`config.mk`:
```
export PLATFORM = sky130hd
export DESIGN_NAME = mmu_utlb_flat
export DESIGN_NICKNAME = d
export VERILOG_FILES = /design/src/rtl/mmu_utlb_if.sv /design/src/rtl/mmu_utlb.sv /design/src/flat_wrapper.sv
export SDC_FILE = /design/constraint.sdc
export NUM_CORES = 1
export LEC_CHECK = 0
export BUFFER_PORTS_ARGS = -buffer_cell sky130_fd_sc_hd__buf_2
export CAP_MARGIN = 20
export CORE_MARGIN = 1
export CORE_UTILIZATION = 31
export CTS_CLUSTER_DIAMETER = 150
export DETAILED_ROUTE_END_ITERATION = 10
export HOLD_SLACK_MARGIN = 0.08
export PLACE_DENSITY = 0.5
export SETUP_SLACK_MARGIN = 0.1
export SLEW_MARGIN = 20
export SYNTH_ARGS = -nofsm -noshare
export SYNTH_HDL_FRONTEND = slang
export SYNTH_SLANG_ARGS = --single-unit
```
`constraint.sdc`:
```
create_clock -name clk -period 3.2 [get_ports clk]
set_input_delay 0.48 -clock clk [delete_from_list [all_inputs] [get_ports clk]]
set_output_delay 0.48 -clock clk [all_outputs]
set_load 0.05 [all_outputs]
```
`src/rtl/mmu_utlb_if.sv`:
```
// Request/response and main-TLB lookup bundle for the micro-TLB.
// tlb_resp is the combinational result of the main TLB for tlb_vaddr/tlb_asid.
interface mmu_utlb_if;
  typedef logic [31:0] virt_t;
  typedef logic [31:0] phys_t;
  typedef struct packed {
    logic       miss;
    logic       valid;
    logic       dirty;
    logic       g;
    logic [2:0] cache_flag;
    phys_t      paddr;
  } tlb_resp_t;

  logic      req_valid;
  logic      req_ready;
  virt_t     req_vaddr;
  logic [7:0] req_asid;
  logic      req_store;
  logic      resp_valid;
  phys_t     resp_paddr;
  logic      resp_uncached;
  logic      resp_refill;
  logic      resp_invalid;
  logic      resp_modified;
  virt_t     tlb_vaddr;
  logic [7:0] tlb_asid;
  tlb_resp_t tlb_resp;
  logic      flush;

  modport slave (
    input  req_valid, req_vaddr, req_asid, req_store, tlb_resp, flush,
    output req_ready, resp_valid, resp_paddr, resp_uncached, resp_refill,
           resp_invalid, resp_modified, tlb_vaddr, tlb_asid
  );
  modport master (
    output req_valid, req_vaddr, req_asid, req_store, tlb_resp, flush,
    input  req_ready, resp_valid, resp_paddr, resp_uncached, resp_refill,
           resp_invalid, resp_modified, tlb_vaddr, tlb_asid
  );
endinterface

```
`src/rtl/mmu_utlb.sv`:
```
// Fully associative micro-TLB in front of a combinational main TLB, round-robin fill.
// Define UTLB_STATS_EN to build the hit/miss counters; otherwise they read 0.
module mmu_utlb #(
  parameter int N_UTLB_ENTRIES = 4,
  parameter int N_TLB_ENTRIES  = 32
) (
  input  logic        clk,
  input  logic        rst,
  mmu_utlb_if.slave   bus,
  output logic [31:0] stat_hits,
  output logic [31:0] stat_misses
);
  localparam int PW = $clog2(N_UTLB_ENTRIES);

  if (N_UTLB_ENTRIES < 2 || N_UTLB_ENTRIES > 16 ||
      (N_UTLB_ENTRIES & (N_UTLB_ENTRIES - 1)) != 0 || N_TLB_ENTRIES < 1) begin : g_bad_cfg
    $error("mmu_utlb: unsupported entry counts");
  end

  typedef enum logic {IDLE, LOOKUP} state_t;
  state_t state_q, state_d;

  logic [N_UTLB_ENTRIES-1:0]       tag_valid;
  logic [N_UTLB_ENTRIES-1:0][19:0] e_vpn, e_pfn;
  logic [N_UTLB_ENTRIES-1:0][7:0]  e_asid;
  logic [N_UTLB_ENTRIES-1:0][2:0]  e_c;
  logic [N_UTLB_ENTRIES-1:0]       e_g, e_d;
  logic [PW-1:0]                   rr;
  logic                            store_q;

  logic                      accept, bypass, hit, fill_ok;
  logic [N_UTLB_ENTRIES-1:0] hit_vec;
  logic [PW-1:0]             hit_idx;

  assign bus.req_ready = (state_q == IDLE) && !rst;
  assign accept        = bus.req_valid && bus.req_ready;
  assign bypass        = bus.req_vaddr[31:30] == 2'b10;
  // A flush in the same cycle wins over any match, so the request takes the miss path.
  for (genvar i = 0; i < N_UTLB_ENTRIES; i++) begin : g_cmp
    assign hit_vec[i] = tag_valid[i] && !bus.flush &&
                        (e_vpn[i] == bus.req_vaddr[31:12]) &&
                        (e_g[i] || (e_asid[i] == bus.req_asid));
  end

  always_comb begin
    hit     = 1'b0;
    hit_idx = '0;
    for (int i = 0; i < N_UTLB_ENTRIES; i++) begin
      if (hit_vec[i] && !hit) begin
        hit     = 1'b1;
        hit_idx = PW'(i);
      end
    end
  end

  assign fill_ok = !bus.tlb_resp.miss && bus.tlb_resp.valid && !bus.flush;

  always_ff @(posedge clk) begin
    if (rst) state_q <= IDLE;
    else     state_q <= state_d;
  end

  always_comb begin
    state_d = state_q;
    case (state_q)
      IDLE:    if (accept && !bypass && !hit) state_d = LOOKUP;
      LOOKUP:  state_d = IDLE;
      default: state_d = IDLE;
    endcase
  end

  always_ff @(posedge clk) begin
    if (rst) begin
      tag_valid         <= '0;
      rr                <= '0;
      store_q           <= 1'b0;
      bus.resp_valid    <= 1'b0;
      bus.resp_paddr    <= '0;
      bus.resp_uncached <= 1'b0;
      bus.resp_refill   <= 1'b0;
      bus.resp_invalid  <= 1'b0;
      bus.resp_modified <= 1'b0;
      bus.tlb_vaddr     <= '0;
      bus.tlb_asid      <= '0;
    end else begin
      bus.resp_valid    <= 1'b0;
      bus.resp_refill   <= 1'b0;
      bus.resp_invalid  <= 1'b0;
      bus.resp_modified <= 1'b0;
      if (state_q == IDLE) begin
        if (accept && bypass) begin
          bus.resp_valid    <= 1'b1;
          bus.resp_paddr    <= bus.req_vaddr & 32'h1FFF_FFFF;
          bus.resp_uncached <= bus.req_vaddr[29];
        end else if (accept && hit) begin
          bus.resp_valid    <= 1'b1;
          bus.resp_paddr    <= {e_pfn[hit_idx], bus.req_vaddr[11:0]};
          bus.resp_uncached <= e_c[hit_idx] == 3'd2;
          bus.resp_modified <= bus.req_store && !e_d[hit_idx];
        end else if (accept) begin
          bus.tlb_vaddr <= bus.req_vaddr;
          bus.tlb_asid  <= bus.req_asid;
          store_q       <= bus.req_store;
        end
      end else begin
        bus.resp_valid    <= 1'b1;
        bus.resp_paddr    <= bus.tlb_resp.paddr;
        bus.resp_uncached <= bus.tlb_resp.cache_flag == 3'd2;
        bus.resp_refill   <= bus.tlb_resp.miss;
        bus.resp_invalid  <= !bus.tlb_resp.miss && !bus.tlb_resp.valid;
        bus.resp_modified <= !bus.tlb_resp.miss && bus.tlb_resp.valid &&
                             store_q && !bus.tlb_resp.dirty;
        if (fill_ok) begin
          tag_valid[rr] <= 1'b1;
          e_vpn[rr]     <= bus.tlb_vaddr[31:12];
          e_asid[rr]    <= bus.tlb_asid;
          e_g[rr]       <= bus.tlb_resp.g;
          e_pfn[rr]     <= bus.tlb_resp.paddr[31:12];
          e_c[rr]       <= bus.tlb_resp.cache_flag;
          e_d[rr]       <= bus.tlb_resp.dirty;
          rr            <= rr + 1'b1;
        end
      end
      if (bus.flush) tag_valid <= '0;
    end
  end

`ifdef UTLB_STATS_EN
  always_ff @(posedge clk) begin
    if (rst) begin
      stat_hits   <= '0;
      stat_misses <= '0;
    end else if (accept && !bypass) begin
      if (hit) stat_hits   <= stat_hits + 32'd1;
      else     stat_misses <= stat_misses + 32'd1;
    end
  end
`else
  assign stat_hits   = '0;
  assign stat_misses = '0;
`endif
endmodule

```
`src/flat_wrapper.sv`:
```
// flat-port wrapper written by rule: the top's interface ports become plain ports
module mmu_utlb_flat 
#(
  parameter int N_UTLB_ENTRIES = 4,
  parameter int N_TLB_ENTRIES  = 32
)
  (clk, rst, stat_hits, stat_misses, bus_req_valid, bus_req_vaddr, bus_req_asid, bus_req_store, bus_tlb_resp, bus_flush, bus_req_ready, bus_resp_valid, bus_resp_paddr, bus_resp_uncached, bus_resp_refill, bus_resp_invalid, bus_resp_modified, bus_tlb_vaddr, bus_tlb_asid);
  mmu_utlb_if bus_i ();
  input  logic clk;
  input  logic rst;
  output logic [31:0] stat_hits;
  output logic [31:0] stat_misses;
  input wire logic [$bits(bus_i.req_valid)-1:0] bus_req_valid;
  input wire logic [$bits(bus_i.req_vaddr)-1:0] bus_req_vaddr;
  input wire logic [$bits(bus_i.req_asid)-1:0] bus_req_asid;
  input wire logic [$bits(bus_i.req_store)-1:0] bus_req_store;
  input wire logic [$bits(bus_i.tlb_resp)-1:0] bus_tlb_resp;
  input wire logic [$bits(bus_i.flush)-1:0] bus_flush;
  output wire logic [$bits(bus_i.req_ready)-1:0] bus_req_ready;
  output wire logic [$bits(bus_i.resp_valid)-1:0] bus_resp_valid;
  output wire logic [$bits(bus_i.resp_paddr)-1:0] bus_resp_paddr;
  output wire logic [$bits(bus_i.resp_uncached)-1:0] bus_resp_uncached;
  output wire logic [$bits(bus_i.resp_refill)-1:0] bus_resp_refill;
  output wire logic [$bits(bus_i.resp_invalid)-1:0] bus_resp_invalid;
  output wire logic [$bits(bus_i.resp_modified)-1:0] bus_resp_modified;
  output wire logic [$bits(bus_i.tlb_vaddr)-1:0] bus_tlb_vaddr;
  output wire logic [$bits(bus_i.tlb_asid)-1:0] bus_tlb_asid;
  assign bus_i.req_valid = bus_req_valid;
  assign bus_i.req_vaddr = bus_req_vaddr;
  assign bus_i.req_asid = bus_req_asid;
  assign bus_i.req_store = bus_req_store;
  assign bus_i.tlb_resp = bus_tlb_resp;
  assign bus_i.flush = bus_flush;
  assign bus_req_ready = bus_i.req_ready;
  assign bus_resp_valid = bus_i.resp_valid;
  assign bus_resp_paddr = bus_i.resp_paddr;
  assign bus_resp_uncached = bus_i.resp_uncached;
  assign bus_resp_refill = bus_i.resp_refill;
  assign bus_resp_invalid = bus_i.resp_invalid;
  assign bus_resp_modified = bus_i.resp_modified;
  assign bus_tlb_vaddr = bus_i.tlb_vaddr;
  assign bus_tlb_asid = bus_i.tlb_asid;
  mmu_utlb #(.N_UTLB_ENTRIES(N_UTLB_ENTRIES), .N_TLB_ENTRIES(N_TLB_ENTRIES)) u_core (.clk(clk), .rst(rst), .bus(bus_i), .stat_hits(stat_hits), .stat_misses(stat_misses));
endmodule
```
==> flow_metrics.py, run 1 <==
metrics = {
    "cts": {
        "numCtsBuffers": 35,
        "tritoncts": "built",
        "post_cts_buffers": 0,
        "holdBufCountCts": 0,
        "path_clk_slew_ns": 0.06,
        "clock-root-buffer": "clkbuf_16",
        "clk_latency_ns": 0.50,
        "clock_sinks": 297,
        "ctsResizeCount": 0,
        "clock_path_buffers": 3,
        "cts_max_level": 2,
    },
    "sta": {
        "fin_worst_skew_ns": 0.0132,
        "finalHoldViolations": 0,
        "worst_pin_slew_ns": 0.743,
        "post-route-period-util_pct": 90.1,
        "slew_viol_final": 0,
        "period_needed_ns": 2.88,
        "rsz0062_at_grt": "false",
        "hold_slack_ns": 0.204,
        "setup_tns_ns": 0,
        "setup_viol": 0,
        "max_freq_mhz": 347,
        "max_slew_margin_pct": 50.4,
    },
    "critical_path": {
        "crit_required_ns": 3.58,
        "arrival_ns": 3.27,
        "path_buf_inv": 1,
        "cp_max_fo": 21,
        "path_class": "flop to flop",
        "slowest_stage": "nor4_1",
        "worst_setup_path_start_kind": "flop",
        "crit_path_end_kind": "flop",
        "slowest_delay_ns": 0.43,
        "crit_chain": "xor2_1 -> nor4_1 -> a21oi_1 -> nor3_1 -> o21ba_2 -> buf_12 -> mux2i_1 -> o211ai_1 -> o221a_1",
        "ff2ff_path_depth": 9,
        "crit_family": "compound AO/OA/AOI/OAI gates",
        "crit_cells": 9,
    },
    "routing": {
        "drc": 0,
        "wl_um": 34300,
        "detail-route-antenna-nets": 0,
        "drt_iter0_drc": 498,
        "first_pass_iters": 5,
        "vias": 7974,
        "routed_via_density": 4.71,
        "wl_per_cell_um": 20.3,
    },
    "logic_synthesis": {
        "netlist_area_mm2": 0.0128,
        "yosysSeqAreaShare_pct": 63.1,
        "synth_cells": 965,
        "syn_avg_cell_area_um2": 13.3,
        "synth_seq_cells": 297,
        "yosys_warnings": 0,
        "ys_types": 49,
    },
    "run_status": {
        "status": "complete, no violations",
    },
    "final_layout": {
        "syn_to_final_growth_pct": 19.3,
        "fillCellCount": 3966,
        "layout.nets": 1222,
        "final_cells": 1693,
        "drive_gt1_share_pct": 23.6,
        "finish.utilization_pct": 37.5,
    },
    "floorplanning": {
        "row_count": 74,
        "core-area_mm2": 0.0407,
        "start_util_pct": 31.4,
        "die-area_mm2": 0.0421,
        "fp.dieH_um": 205,
        "ioPinCount": 226,
        "dieWidth_um": 205,
    },
    "global_routing": {
        "overflow": 0,
        "grt_pass1_vias": 7792,
        "grt_max_degree": 59,
        "grt_pass1_wl_um": 50700,
        "grt_usage_pct": 16.4,
        "antenna_found_initial": 3,
    },
    "flow_run": {
        "cap_viol_max_count": 0,
    },
    "pwr": {
        "ir_worst_vdd_uv": 269,
        "p_per_area_mw_per_mm2": 597,
        "power_leakage_nw": 5.76,
    },
    "place": {
        "io_buffers": 161,
        "dp_hpwl_um": 23900,
        "place_inst": 1629,
        "gp_routability_congestion": 0.883,
    },
    "worst_hold_path": {
        "hold_depth": 1,
        "hold_class": "input port to flop",
    },
}
-- cell families (layout without fill, tap and decap cells) --
| family | count (synthesis) | in the layout | synth area share (%) |
|---|---|---|---|
| AND/OR/NAND/NOR | 192 | 192 | 7.94 |
| XOR/XNOR | 114 | 114 | 7.80 |
| buffers and inverters | 153 | 284 | 7.09 |
| AO/OA/AOI/OAI | 106 | 106 | 6.01 |
| flip-flops | 297 | 297 | 63.1 |
| multiplexers | 98 | 98 | 7.67 |
| other | 1 | 66 | 0.0293 |
| adder cells (fa/ha/maj) | 4 | 4 | 0.391 |
-- cell usage in the layout, fill, tap and decap left out, drive strengths merged, types with 3 or more instances in the layout --
master and count:
a211oi 13, a21oi 43, and3 5, buf 201
bufinv 4, clkbuf 51, clkinv 7, conb 64
dfxtp 85, edfxtp 212, ha 4, inv 21
mux2i 98, nand2 8, nand2b 4, nand3 5
nand3b 5, nand4 18, nor2 84, nor2b 3
nor3 10, nor3b 9, nor4 24, nor4bb 4
o211ai 17, o21ai 4, o221a 20, or2 4
xnor2 43, xor2 71
-- through the flow --
| stage | cell area, um2 | worst slack (ns) | power (mW) |
|---|---|---|---|
| finish | 15300 | 0.316 | 9.11 |
| global placement | 14100 | 0.0438 | 5.22 |
| global route | 15300 | 0.182 | 9.43 |
| detailed placement | 14100 | 0.0121 | 5.22 |
| CTS | 15300 | 0.254 | 9.22 |
| floorplan | 13000 | 0.163 | 5.01 |
-- area by class of cell --
class | count | area, um2 | share of cell area, %
inverter | 21 | 78.8 | 0.517
sequential | 297 | 8070 | 52.9
tap | 532 | 666 | 4.36
multi-input combinational | 578 | 4060 | 26.6
timing repair buffer | 201 | 1230 | 8.09
antenna | 2 | 5.00 | 0.0328
clock inverter | 11 | 155 | 1.02
clock buffer | 51 | 988 | 6.48
-- metal layers --
layer  share of wire [%]  up-vias  wire length (um)  GRT usage, %
met5               0.050        -                17             0
met2                  47      271             16000          26.5
met4                 2.6        2               880          4.60
met3                 5.9       63              2010          3.44
li1                    -     3714                 -             -
met1                  45     3924             15400          22.1
-- final timing paths --
| check | start | endpoint | slack [ns] |
|---|---|---|---|
| worst min register to register | u_core.bus.resp_paddr[1] | u_core.bus.resp_paddr[1] | 0.50 |
| worst min-delay path | bus_tlb_resp[36] | u_core.e_d[2] | 0.20 |
| worst max-delay path | u_core.e_asid[10] | u_core.bus.resp_paddr[21] | 0.32 |
| worst max register to register | u_core.e_asid[10] | u_core.bus.resp_paddr[21] | 0.32 |
-- flip-flops by register name, indices dropped and copies added (netlist names), 2 cells and up --
signal                 count
u_core.e_d                 4
u_core.bus.tlb_asid        8
u_core.e_vpn              80
u_core.e_pfn              80
u_core.bus.resp_paddr     32
u_core.e_asid             32
u_core.e_c                12
u_core.tag_valid           4
u_core.e_g                 4
u_core.bus.tlb_vaddr      32
u_core.rr                  2
-- power by group --
part / internal [mW] / switching [mW]
sequential: 4.17 / 0.0535
combinational: 0.230 / 0.678
clock: 2.46 / 1.51
total: 6.87 / 2.24
-- cell usage after synthesis, drive strengths merged --
cell type  instances  share of area, %
nor2b              3              0.15
nand3              5              0.20
edfxtp           212                50
nor2              84               2.5
a311oi             1             0.068
o211ai            17               1.0
nand2b             4              0.20
xnor2             43               2.9
clkbuf            25              0.73
a211oi            13              0.80
o221a             20               1.8
or2                4              0.20
a32oi              1             0.068
nand2              8              0.23
o21ai              4              0.16
nor3              10              0.39
or3                1             0.049
o21ba              1             0.078
and2               1             0.049
o31ai              2              0.12
a21oi             43               1.7
nor4              24               1.2
a21o               1             0.059
and3               5              0.24
nand4b             2              0.14
inv               21              0.62
buf              107               5.7
nor3b              9              0.61
a2bb2oi            1             0.068
dfxtp             85                13
a41o               2              0.16
nor4bb             4              0.31
xor2              71               4.9
mux2i             98               7.7
nand4             18              0.88
and3b              1             0.068
or4                2              0.12
nand3b             5              0.29
nor4b              2              0.14
ha                 4              0.39
conb               1             0.029
Power figures use the tool's default switching activity.
==> run 2, diff against run 1 <==
--- a/config.mk
+++ b/config.mk
@@ -7,7 +7,7 @@
 export LEC_CHECK = 0
 export BUFFER_PORTS_ARGS = -buffer_cell sky130_fd_sc_hd__buf_2
 export CAP_MARGIN = 20
-export CORE_MARGIN = 1
+export CORE_MARGIN = 8
 export CORE_UTILIZATION = 31
 export CTS_CLUSTER_DIAMETER = 150
 export DETAILED_ROUTE_END_ITERATION = 10
==> run 2 against run 1 <==
Against the previous run:
- hold slack lost 0.0059 ns
- non-clock buffer count increased by 1
- first-iteration DRC count decreased by 10%
- critical endpoint is now u_core.bus.tlb_vaddr[25]
==> flow_metrics.py, run 2 (synthesized netlist as in run 1, its figures left out) <==
metrics = {
    "critical_path": {
        "crit_required_ns": 3.55,
        "cp_max_fo": 22,
        "path_class": "flop to flop",
        "r2r_slack_ns": 0.29,
        "arrival_ns": 3.27,
        "crit_path_end_kind": "flop",
        "worst_setup_path_start_kind": "flop",
    },
    "global_routing": {
        "grt_usage_pct": 14.7,
        "use_met3_pct": 4.19,
        "grt_pass1_vias": 8283,
        "antenna_found_initial": 6,
        "grtUsageMet2_pct": 23.8,
        "grt_max_degree": 79,
        "grt_pass1_wl_um": 53000,
        "overflow": 0,
        "grt_most_used_layer": "met2",
        "use_met1_pct": 18.6,
    },
    "cts": {
        "clock_path_buffers": 3,
        "holdBufCountCts": 0,
        "post_cts_buffers": 0,
        "clock-root-buffer": "clkbuf_16",
        "clk_latency_ns": 0.52,
        "tritoncts": "built",
        "ctsResizeCount": 0,
        "clock_sinks": 297,
        "cts_max_level": 2,
        "path_clk_slew_ns": 0.06,
        "numCtsBuffers": 35,
    },
    "routing": {
        "first_pass_iters": 4,
        "wl_per_cell_um": 21.3,
        "drt_iter0_drc": 447,
        "vias": 7963,
        "detail-route-antenna-nets": 0,
        "drc": 0,
        "wl_um": 36200,
        "routed_via_density": 4.70,
    },
    "final_layout": {
        "drive_gt1_share_pct": 24.4,
        "layout.nets": 1223,
        "final_area_mm2": 0.0153,
        "reg.largest.list": "u_core.e_pfn x80, u_core.e_vpn x80",
        "final_cell_mix": "edfxtp_1, buf_2, mux2i_1",
        "finish.utilization_pct": 37.4,
        "layout_commonest_cell": "edfxtp_1",
        "syn_to_final_growth_pct": 19.4,
        "final_cells": 1696,
    },
    "place": {
        "gp_routability_congestion": 0.840,
        "io_buffers": 161,
        "place_ws_ns": -0.0346,
        "dp_hpwl_um": 25300,
        "place_inst": 1630,
        "placed_area_mm2": 0.0141,
    },
    "sta": {
        "fin_worst_skew_ns": 0.0186,
        "max_freq_mhz": 343,
        "slew_viol_final": 0,
        "worst_pin_slew_ns": 1.06,
        "setup_viol": 0,
        "setup_tns_ns": 0,
        "hold_slack_ns": 0.198,
        "finalHoldViolations": 0,
        "setup_ws_ns": 0.286,
        "post-route-period-util_pct": 91.1,
        "rsz0062_at_grt": "false",
        "period_needed_ns": 2.91,
        "max_slew_margin_pct": 29.6,
    },
    "pwr": {
        "ir_worst_vdd_uv": 307,
        "p_per_area_mw_per_mm2": 596,
        "power.total_mw": 9.10,
        "power_leakage_nw": 5.79,
    },
    "floorplanning": {
        "fp.dieH_um": 219,
        "start_util_pct": 31.3,
        "dieWidth_um": 219,
        "row_count": 74,
        "core-area_mm2": 0.0408,
        "ioPinCount": 226,
        "die-area_mm2": 0.0480,
    },
    "run_status": {
        "status": "complete, no violations",
    },
    "flow_run": {
        "cap_viol_max_count": 0,
    },
    "worst_hold_path": {
        "hold_class": "input port to flop",
    },
}
## run 2: path summary, 6_finish.rpt
path / to / depth (start not counted) / startpoint
hold reg to reg: u_core.bus.tlb_vaddr[2] / 2 / u_core.bus.tlb_vaddr[2]
setup / recovery: u_core.bus.tlb_vaddr[25] / 11 / u_core.e_vpn[13]
setup reg to reg: u_core.bus.tlb_vaddr[25] / 11 / u_core.e_vpn[13]
hold / removal: u_core.e_pfn[20] / 1 / bus_tlb_resp[12]
## run 2: cell type report
type | instances | area, um2
clock inverters | 12 | 115
fillers | 3912 | 25600
repair buffers | 202 | 1240
multi-input cells | 578 | 4060
inverters | 21 | 78.8
diodes | 3 | 7.51
clock buffers | 51 | 1040
flip-flops and latches | 297 | 8070
well taps | 532 | 666
## run 2: worst max-delay path, stage by stage, from the launching register on
cell	delay [ns]
edfxtp_1	0.40
xnor2_1	0.31
nand4_1	0.14
or4_1	0.42
nor4_1	0.30
buf_4	0.19
nor2_1	0.04
nand2_1	0.13
nand3b_1	0.27
buf_12	0.27
mux2i_1	0.22
nor2_1	0.05
## run 2: metal layers
metal	routed length (um)	vias to the layer above
li1	-	3720
met1	15700	3898
met2	16600	271
met3	2650	68
met4	1190	6
met5	41	-
## run 2: power by group
part	total (mW)	internal (mW)	leakage, nW	switching (mW)
logic	0.914	0.230	2.62	0.685
clock network	3.96	2.42	0.576	1.54
registers	4.23	4.17	2.59	0.0546
total	9.10	6.82	5.79	2.28
